<file path="src/rtl/apb_req_arbiter.sv">
// Round-robin arbiter sharing one APB master port between NREQ local requesters.
// Runs the SETUP/ACCESS handshake itself and returns a one-cycle ack with rdata/err.
module apb_req_arbiter #(
  parameter int unsigned NREQ    = 4,
  parameter int unsigned DATA    = 32,
  parameter int unsigned ADDR    = 32,
  parameter int unsigned TIMEOUT = 16,
  localparam int unsigned IDW    = (NREQ > 1) ? $clog2(NREQ) : 1
) (
  input  logic                 pclk,
  input  logic                 presetn,
  input  logic [NREQ-1:0]      req,
  input  logic [NREQ-1:0]      req_rw,
  input  logic [NREQ*ADDR-1:0] req_addr,
  input  logic [NREQ*DATA-1:0] req_wdata,
  output logic [NREQ-1:0]      ack,
  output logic [DATA-1:0]      rdata,
  output logic                 err,
  output logic [IDW-1:0]       gnt_id,
  output logic [ADDR-1:0]      paddr,
  output logic                 pwrite,
  output logic [DATA-1:0]      pwdata,
  output logic                 psel,
  output logic                 penable,
  input  logic                 pready,
  input  logic [DATA-1:0]      prdata,
  input  logic                 pslverr
);

  localparam int unsigned CW = 8;

  typedef enum logic [1:0] {
    S_IDLE   = 2'd0,
    S_SETUP  = 2'd1,
    S_ACCESS = 2'd2
  } state_t;

  state_t          state;
  logic [IDW-1:0]  ptr;
  logic [CW-1:0]   tcnt;

  logic [NREQ-1:0] elig;
  logic            found;
  logic [IDW-1:0]  win;
  logic [IDW-1:0]  cand;
  logic [IDW-1:0]  ptr_next;
  logic [ADDR-1:0] win_addr;
  logic [DATA-1:0] win_wdata;
  logic            win_rw;

  // A requester being acked this cycle still holds req; keep it out of the race.
  assign elig = req & ~ack;

  // Round-robin search starting at ptr, wrapping NREQ-1 -> 0.
  always_comb begin
    found = 1'b0;
    win   = '0;
    cand  = '0;
    for (int unsigned k = 0; k < NREQ; k++) begin
      cand = IDW'((32'(ptr) + k) % NREQ);
      if (!found && elig[cand]) begin
        found = 1'b1;
        win   = cand;
      end
    end
  end

  assign ptr_next  = IDW'((32'(win) + 32'd1) % NREQ);
  assign win_addr  = req_addr[32'(win)*ADDR +: ADDR];
  assign win_wdata = req_wdata[32'(win)*DATA +: DATA];
  assign win_rw    = req_rw[win];

  always_ff @(posedge pclk or negedge presetn) begin
    if (!presetn) begin
      state   <= S_IDLE;
      ptr     <= '0;
      tcnt    <= '0;
      ack     <= '0;
      rdata   <= '0;
      err     <= 1'b0;
      gnt_id  <= '0;
      paddr   <= '0;
      pwrite  <= 1'b0;
      pwdata  <= '0;
      psel    <= 1'b0;
      penable <= 1'b0;
    end else begin
      ack <= '0;
      case (state)
        S_IDLE: begin
          psel    <= 1'b0;
          penable <= 1'b0;
          paddr   <= '0;
          pwrite  <= 1'b0;
          pwdata  <= '0;
          if (found) begin
            state  <= S_SETUP;
            psel   <= 1'b1;
            gnt_id <= win;
            ptr    <= ptr_next;
            tcnt   <= '0;
            paddr  <= win_addr;
            pwrite <= win_rw;
            pwdata <= win_rw ? win_wdata : '0;
          end
        end
        S_SETUP: begin
          state   <= S_ACCESS;
          penable <= 1'b1;
        end
        S_ACCESS: begin
          if (pready || ((TIMEOUT != 0) && (32'(tcnt) + 32'd1 == TIMEOUT))) begin
            // Completion: return the bus to idle and pulse ack to the owner.
            state   <= S_IDLE;
            psel    <= 1'b0;
            penable <= 1'b0;
            paddr   <= '0;
            pwrite  <= 1'b0;
            pwdata  <= '0;
            ack     <= NREQ'(1) << gnt_id;
            if (pready) begin
              err   <= pslverr;
              rdata <= pwrite ? '0 : prdata;
            end else begin
              err   <= 1'b1;
              rdata <= '0;
            end
          end else begin
            tcnt <= tcnt + CW'(1);
          end
        end
        default: state <= S_IDLE;
      endcase
    end
  end

endmodule

</file>
<file path="config.mk">
export PLATFORM = sky130hd
export DESIGN_NAME = apb_req_arbiter
export DESIGN_NICKNAME = d
export VERILOG_FILES = /design/src/rtl/apb_req_arbiter.sv
export SDC_FILE = /design/constraint.sdc
export NUM_CORES = 1
export LEC_CHECK = 0
export ABC_AREA = 1
export CAP_MARGIN = 20
export CORE_AREA = 8 8 151 153
export DETAILED_ROUTE_END_ITERATION = 8
export DIE_AREA = 0 0 159 161
export GPL_TIMING_DRIVEN = 0
export PLACE_DENSITY = 0.8
export SLEW_MARGIN = 0
export SYNTH_ARGS = -nofsm -noshare
export SYNTH_HDL_FRONTEND = slang
export SYNTH_SLANG_ARGS = --single-unit
</file>
<file path="constraint.sdc">
create_clock -name pclk -period 2.95 [get_ports pclk]
set_clock_uncertainty 0.05 [all_clocks]
set_input_delay 0.7375 -clock pclk [delete_from_list [all_inputs] [get_ports pclk]]
set_output_delay 0.7375 -clock pclk [all_outputs]
set_load 0.005 [all_outputs]
</file>
==> flow_metrics.tcl, run 1 <==
set metrics [dict create \
    fin_ws_ps 284 \
    synth_xor_area_share_pct 0.223 \
    status "finished, final reports clean" \
    synth_top_area_share_pct 37.7 \
    initial_utilization_pct 38.1 \
    synth-main-ff-cell "dfrtp_1" \
    num_rows 53 \
    ys_types 30 \
    path_class "primary input to flip-flop" \
    clock-root-buffer "clkbuf_16" \
    synth_simple_gate_area_share_pct 45.7 \
    synth_cells 1215 \
    grt_pass1_wl_mm 54.3 \
    die_area_um2 25600 \
    dp_hpwl_mm 28.6 \
    irDropWorstVdd_mv 0.577 \
    synth_area_leaders "dfrtp_1 (38%), nand2_1 (26%), nand3_1 (11%)" \
    syn_area_um2 7840 \
    synth_top_family_by_area "simple AND/OR/NAND/NOR gates" \
    r2r-start "ptr[0]" \
    slew_viol_final 0 \
    post_cts_resize_count 0 \
    hold_viol 0 \
    worstSetupStartpoint "req[3]" \
    via_count 9609 \
    holdBufCountCts 0 \
    cts_tree "yes" \
    clock_latency_ps 410 \
    max_freq_ghz 0.375 \
    via_per_inst 4.98 \
    syn-num-nets 1516 \
    ys_seq_elements 118 \
    maxSlewHeadroom_pct 54.7 \
    crit_required_ps 3200 \
    wl_per_cell_um 18.2 \
    place_congestion 0.986 \
    postRouteAntennaNets 0 \
    cp_data_arrival_time_ps 2920 \
    io_buffers 405 \
    ff_latch_area_um2 2950 \
    crit_path_start_kind "primary input" \
    worst_pin_slew_ps 677 \
    endpoint_kind "flip-flop" \
    setup_viol 0 \
    grt_pass1_vias 9883 \
    drive_gt1_share_pct 7.08 \
    area_growth_pct 64.8 \
    place_ws_ps -83.4 \
    num_io_pins 406 \
    dr.pass1.iters 6 \
    cp_max_fo 10 \
    wl_mm 35.2 \
    core_area_um2 20600 \
    fp.dieH_um 161 \
    cts_buffer_depth 2 \
    drt_iter0_drc 722 \
    antenna_found_initial 7 \
    cts_setup_buffers 0 \
    synth_fa_ha_area_share_pct 0.160 \
    p_leak_nw 6.55 \
    overflow 0 \
    clk_pin_slew_ps 60 \
    rrSetupSlack_ps 520 \
    fillCellCount 1874 \
    rsz0062_at_grt "no" \
    powerDensity_nw_per_um2 1140 \
    period_share_pct 90.4 \
    cts_inserted_buffers 17 \
    synth_compound_area_share_pct 3.02 \
    design_area_um2 12900 \
    period_needed_ps 2670 \
    syn_area_per_cell_um2 6.45 \
    cts.sinks 118 \
    finish.utilization_pct 62.8 \
    die_width_um 159 \
    grt_max_degree 71 \
    yosysSeqAreaShare_pct 37.7 \
    grtUsageTotal_pct 26.9 \
    synth.area.mux_share_pct 0 \
    cts-htree-levels 4 \
    synth_top_area_cell "dfrtp_1" \
    async_flop_share_pct 100 \
    cap_violations 0 \
    multi_input_area_um2 3850 \
    yosys_warnings 0 \
    hold_path_class "primary input to asynchronous set/reset pin" \
    drc 0 \
    nNetsFinal 1941 \
    postPlaceCellArea_um2 12300 \
    synth_edf_count 0 \
]
[area by class of cell]
class | count | area share (%)
flip-flops and latches | 118 | 22.9
plain buffers | 79 | 3.56
multi-input cells | 864 | 29.8
diodes | 2 | 0.0387
clock inverters | 13 | 1.50
clock buffers | 19 | 3.51
inverters | 154 | 4.49
well taps | 275 | 2.66
repair buffers | 406 | 31.6
[power breakdown]
part / internal [mW] / switching, mW / leakage (nW)
Clock: 1.47 / 0.794 / 0.315
Sequential: 2.24 / 0.365 / 1.54
Combinational: 3.86 / 6.04 / 4.70
[flip-flops by register name, indices dropped and copies added, names as in the netlist]
register	cells
pwdata	32
ack	4
rdata	32
penable	1
ptr	2
err	1
tcnt	8
gnt_id	2
state	2
paddr	32
pwrite	1
psel	1
[kinds of logic after synthesis]
logic type,Yosys count
simple gates,815
buf+inv,233
flops,118
compound gates,46
xor+xnor,2
fa+ha+maj,1
[worst paths after layout]
| path | to | depth (start not counted) |
|---|---|---|
| setup / recovery | pwdata[23] | 12 |
| hold / removal | rdata[29] | 1 |
| setup reg to reg | paddr[27] | 14 |
| hold reg to reg | paddr[2] | 2 |
| max in group asynchronous | paddr[9] | 2 |
| min in group pclk | paddr[2] | 2 |
[Yosys cell counts (all sizes together) (2+ instances only)]
library cell	instances
inv	152
clkbuf	21
clkinv	2
a21oi	5
nor3	5
buf	58
nand2	553
nand3	171
nand4	70
o21ai	39
nand3b	3
nor2	13
dfrtp	118
[routing by layer]
metal	vias to the layer above	share of wire [%]	track usage (%)	wire (um)
met3	72	9.3	10.4	3280
met5	-	0.22	0	79
li1	4672	-	-	-
met1	4416	38	29.2	13400
met2	437	50	47.5	17400
met4	12	2.8	8.79	998
[metrics by stage]
step	TNS [ps]	instances	power [mW]	hold slack [ps]
after global routing	0	1929	16.1	217
after CTS	0	1928	14.9	213
final	0	1930	14.8	206
after floorplan	0	1215	8.69	392
after global placement	-436850	1895	12.4	405
after detailed placement	-1640	1896	12.5	415
[critical path, cell delays in order]
cell and delay (ps):
clkdlybuf4s50_1 490, nand3_1 150, nand3_1 130, nand2_2 130, nand4_4 180, buf_4 220
clkbuf_1 380, nand4_1 190, nand3_1 110, nand2_1 60, nand2_1 70, nand2_1 50
[cells in the final DEF, fill, tap and decap left out, types with 10 or more instances in the layout]
cell | netlist | final
dfrtp_1 | 118 | 118
nand2_1 | 542 | 542
clkbuf_16 | 0 | 17
buf_6 | 10 | 11
buf_4 | 12 | 12
clkdlybuf4s50_1 | 0 | 404
nand3_1 | 165 | 165
clkbuf_1 | 21 | 21
nand4_1 | 69 | 69
buf_2 | 35 | 35
o21ai_0 | 38 | 38
inv_1 | 147 | 147
nor2_1 | 10 | 10
(Power assumes the default switching activity.)
==> run 2, diff against run 1 <==
--- a/config.mk
+++ b/config.mk
@@ -7,11 +7,12 @@
 export LEC_CHECK = 0
 export ABC_AREA = 1
 export CAP_MARGIN = 20
-export CORE_AREA = 8 8 151 153
+export CORE_ASPECT_RATIO = 0.7
+export CORE_MARGIN = 8
+export CORE_UTILIZATION = 44
 export DETAILED_ROUTE_END_ITERATION = 8
-export DIE_AREA = 0 0 159 161
 export GPL_TIMING_DRIVEN = 0
-export PLACE_DENSITY = 0.8
+export PLACE_DENSITY = 0.9
 export SLEW_MARGIN = 0
 export SYNTH_ARGS = -nofsm -noshare
 export SYNTH_HDL_FRONTEND = slang
==> run 2 against run 1 <==
  * Hold slack got worse by 62 ps
  * Clock-buffer cell count fell by 2
  * Design area fell by 0.72%
  * Setup slack got worse by 15 ps
  * Critical path depth rose by 1
  * Die area fell by 12%
  * Largest power group unchanged
  * Highest routed layer is now met4
==> flow_metrics.tcl, run 2 (same netlist as run 1, synthesis figures left out) <==
set metrics [dict create \
    drc 0 \
    via_per_inst 5.22 \
    finalSetupTns_ps 0 \
    cap_violations 0 \
    fillCellCount 1463 \
    rsz0062_at_grt "no" \
    num_rows 41 \
    endpoint_kind "flip-flop" \
    ff_latch_area_um2 2950 \
    drive_gt1_share_pct 7.14 \
    drt_iter0_drc 928 \
    nNetsFinal 1941 \
    antenna_found_initial 0 \
    slowest_stage "clkdlybuf4s50_1" \
    irDropWorstVdd_mv 0.598 \
    slew_viol_final 0 \
    p_clk_share_pct 14.6 \
    hold_viol 0 \
    clock-root-buffer "clkbuf_16" \
    period_share_pct 90.9 \
    cts_inserted_buffers 17 \
    final_cell_mix "nand2_1 (542), clkdlybuf4s50_1 (404), nand3_1 (165)" \
    setup_viol 0 \
    core_area_um2 17700 \
    io_buffers 405 \
    dp_hpwl_mm 27.6 \
    via_count 9856 \
    clk_pin_slew_ps 60 \
    power_frac_seq_pct 17.7 \
    critPathBufInv 2 \
    p_int_mw 7.38 \
    initial_utilization_pct 44.2 \
    diodes 0 \
    maxSlewHeadroom_pct 54.9 \
    holdBufCountCts 0 \
    grt_pass1_wl_mm 52.0 \
    max_freq_ghz 0.373 \
    status "finished, final reports clean" \
    grtUsageTotal_pct 29.9 \
    crit_chain "clkdlybuf4s50_1, nand3_1, nand3_2, nand2_4, nand2_2, nand3_2, nand3_2, clkbuf_1, nand2_1, nand3_1, nand2_1, nand2_1, nand2_1" \
    period_needed_ps 2680 \
    p_total_mw 14.8 \
    clock_latency_ps 420 \
    place_congestion 0.950 \
    reg_top3 "paddr: 32 flops, pwdata: 32 flops, rdata: 32 flops" \
    cts-htree-levels 4 \
    path_delay_family "simple AND/OR/NAND/NOR gates" \
    num_io_pins 406 \
    slowest_delay_ps 510 \
    wl_mm 34.8 \
    wl_per_cell_um 18.4 \
    dr.pass1.iters 5 \
    cts_buffer_depth 2 \
    cp_data_arrival_time_ps 2940 \
    place_inst 1857 \
    crit_required_ps 3210 \
    area_growth_pct 63.6 \
    postRouteAntennaNets 0 \
    finalNonFillerCells 1889 \
    path_class "primary input to flip-flop" \
    crit_path_start_kind "primary input" \
    die_area_um2 22400 \
    power.share.switching_pct 50.2 \
    cts_tree "yes" \
    cp_max_fo 10 \
    grt_max_degree 90 \
    layout_commonest_cell "nand2_1" \
    die_width_um 176 \
    cp_common_cell "nand2_1" \
    grt_pass1_vias 9308 \
    cts.sinks 118 \
    hold_path_class "primary input to asynchronous set/reset pin" \
    p_comb_share_pct 67.7 \
    power_switching_mw 7.44 \
    worst_pin_slew_ps 673 \
    multi_input_area_um2 3850 \
    fp.dieH_um 128 \
    p_leak_nw 6.53 \
    overflow 0 \
    powerDensity_nw_per_um2 1160 \
]
-- run 2: changes by cell type in the layout (fill, tap and decap cells not counted), moves of 2 or more --
cell       previous run  this run
bufinv_16             4         2
clkinv_4              4         2
diode_2               2         0
inv_6                 3         5
inv_8                 0         4
clkbuf_8              2         0
-- run 2: power by group through the flow --
stage	Clock (mW)	Combinational, mW	Sequential [mW]
2_1_floorplan	0	6.09	2.60
3_3_place_gp	0	9.66	2.60
6_report	2.17	10.0	2.62
5_1_grt	2.27	11.0	2.66
3_5_place_dp	0	9.83	2.62
4_1_cts	2.20	9.90	2.60
-- run 2: what timing repair did --
item | 4_1_cts | 5_1_grt
setup endpoints to repair | 0 | 5
resized for setup | 0 | 2
hold endpoints to repair | 0 | 0
setup buffers | 0 | 0
-- run 2: final cells by class --
| cell class | instances | area share [%] |
|---|---|---|
| repair buffers | 406 | 31.8 |
| multi-input cells | 864 | 30.0 |
| flip-flops and latches | 118 | 23.0 |
| inverters | 154 | 4.53 |
| plain buffers | 79 | 3.60 |
| clock buffers | 17 | 3.32 |
| well taps | 236 | 2.30 |
| clock inverters | 15 | 1.41 |
-- run 2: routing by layer --
layer,share of wire (%),routed length [um],vias to the layer above,track usage [%]
met3,9.1,3160,60,7.68
met2,45,15700,531,46.4
met4,2.7,929,0,9.49
li1,-,-,4671,-
met5,0,0,-,0
met1,43,15000,4594,40.3
-- run 2: path summary, 6_finish.rpt --
kind	start	to	slack, ps	cells after the start
max	req[2]	pwdata[18]	270	13
min	presetn	pwdata[3]	140	1
max reg2reg	ptr[1]	pwdata[18]	480	15
min reg2reg	pwdata[8]	pwdata[8]	430	2
max in group asynchronous	presetn	paddr[7]	1950	2
min in group pclk	pwdata[8]	pwdata[8]	430	2
-- run 2: worst reg2reg max path, delay by kind of cell (launching register included) --
| kind | cells | cell delay (ps) |
|---|---|---|
| DFF | 1 | 470 |
| and+or+nand+nor | 13 | 1220 |
| buffers and inverters | 2 | 620 |
-- run 2: metrics by stage --
step	setup slack [ps]	hold WS (ps)	utilization, %	cell area, um2
2_1_floorplan	807	392	-	7840
3_3_place_gp	-3770	410	68.7	12200
3_5_place_dp	-99.5	414	68.8	12200
4_1_cts	331	143	72.3	12800
5_1_grt	106	156	72.3	12800
6_report	268	144	72.3	12800
